File: src/rtl/if_stage_prefetch.sv
// rtl/if_stage_prefetch.sv - instruction fetch stage with DEPTH-entry prefetch queue
// Optional IF_PERF_CNT_EN adds delivered/flushed performance counters.
module if_stage_prefetch #(
  parameter int unsigned       ADDR_W   = 32,
  parameter int unsigned       INSTR_W  = 32,
  parameter int unsigned       DEPTH    = 4,
  parameter logic [ADDR_W-1:0] RESET_PC = '0,
  parameter int unsigned       PC_STEP  = 4
) (
  input  logic               clk,
  input  logic               rst,
  input  logic               Branch_taken,
  input  logic [ADDR_W-1:0]  BranchAddr,
  output logic               imem_en,
  output logic [ADDR_W-1:0]  imem_addr,
  input  logic [INSTR_W-1:0] imem_rdata,
  output logic               out_valid,
  input  logic               out_ready,
  output logic [ADDR_W-1:0]  PC,
  output logic [INSTR_W-1:0] Instruction
`ifdef IF_PERF_CNT_EN
  ,
  output logic [31:0]        perf_delivered,
  output logic [31:0]        perf_flushed
`endif
);

  localparam int unsigned       PTR_W = $clog2(DEPTH);
  localparam int unsigned       CNT_W = PTR_W + 1;
  localparam logic [ADDR_W-1:0] STEP  = ADDR_W'(PC_STEP);

  logic [ADDR_W-1:0]  pc_fetch_q, pc_fetch_d;
  logic [ADDR_W-1:0]  req_pc_q, req_pc_d;
  logic [CNT_W-1:0]   count_q, count_d;
  logic [PTR_W-1:0]   rd_ptr_q, rd_ptr_d;
  logic [PTR_W-1:0]   wr_ptr_q, wr_ptr_d;
  logic               inflight_q, inflight_d;
  logic [ADDR_W-1:0]  fifo_pc_q    [DEPTH];
  logic [INSTR_W-1:0] fifo_instr_q [DEPTH];

  logic               pop, push, issue;
  logic [CNT_W:0]     occupancy;

  // Head is hidden during reset so a stale pre-reset entry can never be popped.
  assign out_valid   = ~rst & ~Branch_taken & (count_q != '0);
  assign pop         = out_valid & out_ready;
  assign push        = inflight_q & ~Branch_taken;
  assign occupancy   = {1'b0, count_q} + (CNT_W+1)'(inflight_q) - (CNT_W+1)'(pop);
  assign issue       = ~rst & ~Branch_taken & (occupancy < (CNT_W+1)'(DEPTH));
  assign imem_en     = issue;
  assign imem_addr   = pc_fetch_q;
  assign PC          = fifo_pc_q[rd_ptr_q];
  assign Instruction = fifo_instr_q[rd_ptr_q];

  always_comb begin
    pc_fetch_d = issue ? pc_fetch_q + STEP : pc_fetch_q;
    req_pc_d   = issue ? pc_fetch_q : req_pc_q;
    inflight_d = issue;
    count_d    = count_q + CNT_W'(push) - CNT_W'(pop);
    rd_ptr_d   = rd_ptr_q + PTR_W'(pop);
    wr_ptr_d   = wr_ptr_q + PTR_W'(push);
    if (Branch_taken) begin
      pc_fetch_d = BranchAddr;
      inflight_d = 1'b0;
      count_d    = '0;
      rd_ptr_d   = '0;
      wr_ptr_d   = '0;
    end
  end

  always_ff @(posedge clk) begin
    if (rst) begin
      pc_fetch_q <= RESET_PC;
      req_pc_q   <= RESET_PC;
      inflight_q <= 1'b0;
      count_q    <= '0;
      rd_ptr_q   <= '0;
      wr_ptr_q   <= '0;
    end else begin
      pc_fetch_q <= pc_fetch_d;
      req_pc_q   <= req_pc_d;
      inflight_q <= inflight_d;
      count_q    <= count_d;
      rd_ptr_q   <= rd_ptr_d;
      wr_ptr_q   <= wr_ptr_d;
    end
  end

  // Queue storage needs no reset; count_q alone decides what is valid.
  always_ff @(posedge clk) begin
    if (push && !rst) begin
      fifo_pc_q[wr_ptr_q]    <= req_pc_q + STEP;
      fifo_instr_q[wr_ptr_q] <= imem_rdata;
    end
  end

`ifdef IF_PERF_CNT_EN
  logic [31:0] perf_delivered_q, perf_delivered_d;
  logic [31:0] perf_flushed_q, perf_flushed_d;
  logic [32:0] flush_sum;

  always_comb begin
    flush_sum        = {1'b0, perf_flushed_q} + 33'(count_q) + 33'(inflight_q);
    perf_delivered_d = perf_delivered_q + 32'(pop);
    perf_flushed_d   = perf_flushed_q;
    if (Branch_taken) begin
      perf_flushed_d = flush_sum[32] ? '1 : flush_sum[31:0];
    end
  end

  always_ff @(posedge clk) begin
    if (rst) begin
      perf_delivered_q <= '0;
      perf_flushed_q   <= '0;
    end else begin
      perf_delivered_q <= perf_delivered_d;
      perf_flushed_q   <= perf_flushed_d;
    end
  end

  assign perf_delivered = perf_delivered_q;
  assign perf_flushed   = perf_flushed_q;
`endif

endmodule

File: config.mk
export PLATFORM = sky130hd
export DESIGN_NAME = if_stage_prefetch
export DESIGN_NICKNAME = d
export VERILOG_FILES = /design/src/rtl/if_stage_prefetch.sv
export SDC_FILE = /design/constraint.sdc
export NUM_CORES = 1
export LEC_CHECK = 0
export ABC_AREA = 1
export ABC_CLOCK_PERIOD_IN_PS = 6700
export BUFFER_PORTS_ARGS = -buffer_cell sky130_fd_sc_hd__buf_2
export CAP_MARGIN = 15
export CORE_ASPECT_RATIO = 0.8
export CORE_MARGIN = 2
export CORE_UTILIZATION = 58
export CTS_CLUSTER_DIAMETER = 150
export CTS_CLUSTER_SIZE = 14
export DETAILED_ROUTE_END_ITERATION = 7
export PLACE_DENSITY = 0.8
export SLEW_MARGIN = 20
export SYNTH_ARGS = -nofsm -noshare
export SYNTH_HDL_FRONTEND = slang
export SYNTH_SLANG_ARGS = --single-unit
File: constraint.sdc
create_clock -name clk -period 6.7 [get_ports clk]
set_input_delay 0.67 -clock clk [delete_from_list [all_inputs] [get_ports clk]]
set_output_delay 0.67 -clock clk [all_outputs]
set_load 0.01 [all_outputs]
==> summary.md <==
| Metric | Value |
|---|---|
| Result of the run | complete, no violations |
| Switching power | 0.824 mW |
| Via count normalized by instance count | 5.68 |
| Std-Cell Core Area | 23400 um2 |
| Adder-cell area share of the yosys netlist | 0.00689 |
| Vertical die dimension | 142 um |
| Setup CP Type | in -> out |
| Netlist area before placement | 13800 um2 |
| Number of antenna diodes | 0 |
| Global-route congestion overflow total | 0 |
| XOR/XNOR share of the synthesized area | 0.0336 |
| Min Tclk post-route | 4.18 ns |
| Post-synthesis compound-gate area fraction | 0.107 |
| Syn_area_per_cell | 10.7 um2 |
| Power density cells | 248 nW/um2 |
| Cts bufs inserted | 27 |
| Area growth syn-to-layout | 12.4% |
| Vias in the first global route | 9438 |
| Count of state elements after synthesis | 328 |
| Max-cap check violation count | 0 |
| Number of rows in the core area | 50 |
| Maximum fanout along the worst path | 65 |
| Number of warnings issued by yosys | 0 |
| Fin. max-slew vios | 0 |
| IO Pins | 166 |
| Combinational family with the most area after synthesis | simple AND/OR/NAND/NOR gates |
| Worst hold margin | 0.343 ns |
| Drt total wl | 30000 um |
| Lkg Pwr | 5.60 nW |
| Half-perimeter wire length of the detailed placement result | 18200 um |
| Post-Synth Simple-Gate Area | 0.155 |
| Data arrival time of the critical path | 3.51 ns |
| Clock power frac | 0.361 |
| Clock latency on the worst-skew pair | 0.54 ns |
| Global-route wire length before repair | 47700 um |
| Hold-fix buffers at CTS | 0 |
| Synth Instances | 1295 |
| Clock-pin slew of the registers on the worst-case setup and hold paths | 0.06 ns |
| CTS tree | done |
| Number of detailed-routing iterations run before antenna repair | 5 |
| Max-slew headroom | 0.350 |
| Unrepaired setup endpoints after global routing | no |
| Placed Cells | 1709 |
| Worst min-delay path class | in -> reg |
| Detailed Route Iter0 Violations | 1012 |
| IO Port Bufs | 165 |
| Syn Nets | 1370 |
| Top achievable clock speed | 0.239 GHz |
| Total of fill cells in the finished design | 1781 |
| Horizontal die dimension | 176 um |
| Switching part of the total power | 0.214 |
| Effective utilization at floorplan | 0.590 |
| Distinct cell type count after synthesis | 32 |
| Clk sink count | 328 |
| Antenna violations before repair | 0 |
| Post-route DRC violation count | 0 |
| Wl on met1 | 13400 um |
| Number of vias after detailed routing | 9912 |
| Register area share after synthesis | 0.662 |
| Crit. End Element | primary output |
| Area of the die | 25000 um2 |
| WL/cell | 17.2 um |
| CP Buf/Inv Count | 5 |
| Cell family with most CP delay | buffers and inverters |
| Final worst path period share | 0.624 |
| Wire length on met2 | 13700 um |
| Share of total power in combinational logic | 0.049 |
| Mux share of post-synthesis cell area | 0 |
| Post-layout instance count excluding filler cells | 1745 |
| Met3 WL | 2290 um |
| Top layer reached by signal wires | met4 |
| Clock root buffer | clkbuf_16 |
| Delay of the slowest cell on the worst path | 0.67 ns |
| Crit path required time | 6.03 ns |
| Buffers from clock root to sink, at most | 3 |
| Pin count of the biggest net entering global routing | 83 |
| Final setup violation count | 0 |
| Transition time at the pin with the least slew margin | 0.975 ns |
| GRT Total Usage | 0.239 |
| Most numerous cell on the critical path | nand2_1 |
| Final sum of negative setup slack | 0 ns |
| Max Clock Skew | 0.0171 ns |
| Placer Congestion | 0.965 |
| Nets | 1501 |
| H-Tree Level Count | 1 |
| Post-CTS sizing | 0 |
| Slowest-stage cell, CP | buf_2 |
| Cell-internal power | 3.03 mW |
| Detail Route Antenna Nets | 0 |
| Buffers inserted during post-CTS setup optimization | 0 |
| Cells along the critical path | buf_2 -> nor2_8 -> nand4_2 -> ha_1 -> nand2_1 -> inv_1 -> nand3_2 -> nand2_1 -> nand2_1 -> nand2_1 -> nand3_2 -> buf_4 -> clkinv_2 -> buf_2 |
| Share of final-layout standard cells stronger than drive strength 1 | 0.158 |
| Register share of total power | 0.589 |
| Number of hold violations in the final report | 0 |
| Critical Path Start Type | primary input |
| Maximum vdd ir drop | 0.000209 V |
[through the flow]
stage               instance area [um2]  total power [mW]  setup slack, ns   util
floorplan                         13800              2.42            0.757      -
global placement                  14800              2.50             2.63  0.632
detailed placement                14800              2.50             2.54  0.632
CTS                               15500              3.87             2.55  0.663
global route                      15500              3.98             2.21  0.663
finish                            15500              3.85             2.52  0.663
[synthesized netlist by cell type, drive strengths merged]
master / number / area [um2]
nand3: 51 / 275
o22ai: 64 / 400
ha: 6 / 75.1
nand2: 175 / 669
buf: 13 / 109
nand4: 13 / 87.6
dfxtp: 72 / 1440
nor3: 20 / 100
a31oi: 2 / 12.5
nor2: 252 / 985
inv: 41 / 154
xor2: 31 / 272
edfxtp: 256 / 7690
clkinv: 1 / 5.00
and3: 1 / 6.26
clkbuf: 60 / 228
nor4: 2 / 12.5
xnor2: 22 / 193
fa: 1 / 20.0
o31ai: 1 / 7.51
a21oi: 35 / 175
o21ai: 176 / 881
[path summary, 6_finish.rpt]
path                             from                       endpoint  slack [ns]  cells after the start
min reg2reg  req_pc_q[2]$_SDFFE_PP0P_       req_pc_q[2]$_SDFFE_PP0P_        0.51                      2
max reg2reg     count_q[1]$_SDFF_PP0_      req_pc_q[13]$_SDFFE_PP0P_        3.88                     14
min                    imem_rdata[12]  fifo_instr_q[3][12]$_DFFE_PP_        0.34                      1
max                      Branch_taken                        imem_en        2.52                     14
[cell usage in the layout, fill, tap and decap left out, types with 2 or more instances in the layout]
| master | count |
|---|---|
| nor2_4 | 2 |
| buf_2 | 165 |
| clkbuf_16 | 27 |
| inv_1 | 40 |
| a21oi_1 | 35 |
| clkbuf_1 | 7 |
| nor2_1 | 246 |
| xnor2_1 | 22 |
| nor2_2 | 3 |
| buf_4 | 10 |
| nor3_1 | 16 |
| dfxtp_1 | 70 |
| nand3_2 | 4 |
| nor3_2 | 4 |
| nand4_1 | 12 |
| clkinv_2 | 2 |
| nand2_2 | 2 |
| nand2_1 | 172 |
| a31oi_1 | 2 |
| ha_1 | 6 |
| edfxtp_1 | 256 |
| o22ai_1 | 64 |
| o21ai_0 | 176 |
| xor2_1 | 31 |
| nand3_1 | 47 |
| nor4_1 | 2 |
[layout make-up]
type / instances / area (um2) / share of cell area
sequential: 328 / 9130 / 0.589
clock buffer: 34 / 702 / 0.0453
multi-input combinational: 852 / 4190 / 0.270
timing repair buffer: 175 / 901 / 0.0581
clock inverter: 2 / 28.8 / 0.00186
tap: 312 / 390 / 0.0252
inverter: 42 / 160 / 0.0103
[registers in the layout, summed over array words and instances (netlist names)]
name / count
fifo_instr_q: 128
fifo_pc_q: 128
imem_addr: 32
req_pc_q: 32
count_q: 3
rd_ptr_q: 2
wr_ptr_q: 2
inflight_q: 1
[per-layer routing]
metal,global-route usage,vias to the layer above
met5,0,-
met4,0.0618,0
met3,0.0398,44
met2,0.381,407
met1,0.346,4673
li1,-,4788
[worst register-to-register path: cells and delay by family, from the launching register on]
kind                     cells  cell delay [ns]
AND/OR/NAND/NOR             10             0.91
buffers and inverters        3             1.05
flip-flops                   1             0.41
adder cells (fa/ha/maj)      1             0.32
[power by group through the flow]
stage          Combinational [mW]  Sequential [mW]  Clock, mW
6_report                    0.190             2.27       1.39
5_1_grt                     0.213             2.28       1.49
4_1_cts                     0.189             2.27       1.41
3_5_place_dp                0.189             2.31          0
3_3_place_gp                0.183             2.31          0
2_1_floorplan               0.116             2.31          0
[cell families (layout without fill, tap and decap cells)]
logic type,after synthesis,in the layout
simple gates,514,514
flops,328,328
compound gates,278,278
buf+inv,115,253
xor+xnor,53,53
fa+ha+maj,7,7
(Power assumes the default switching activity.)
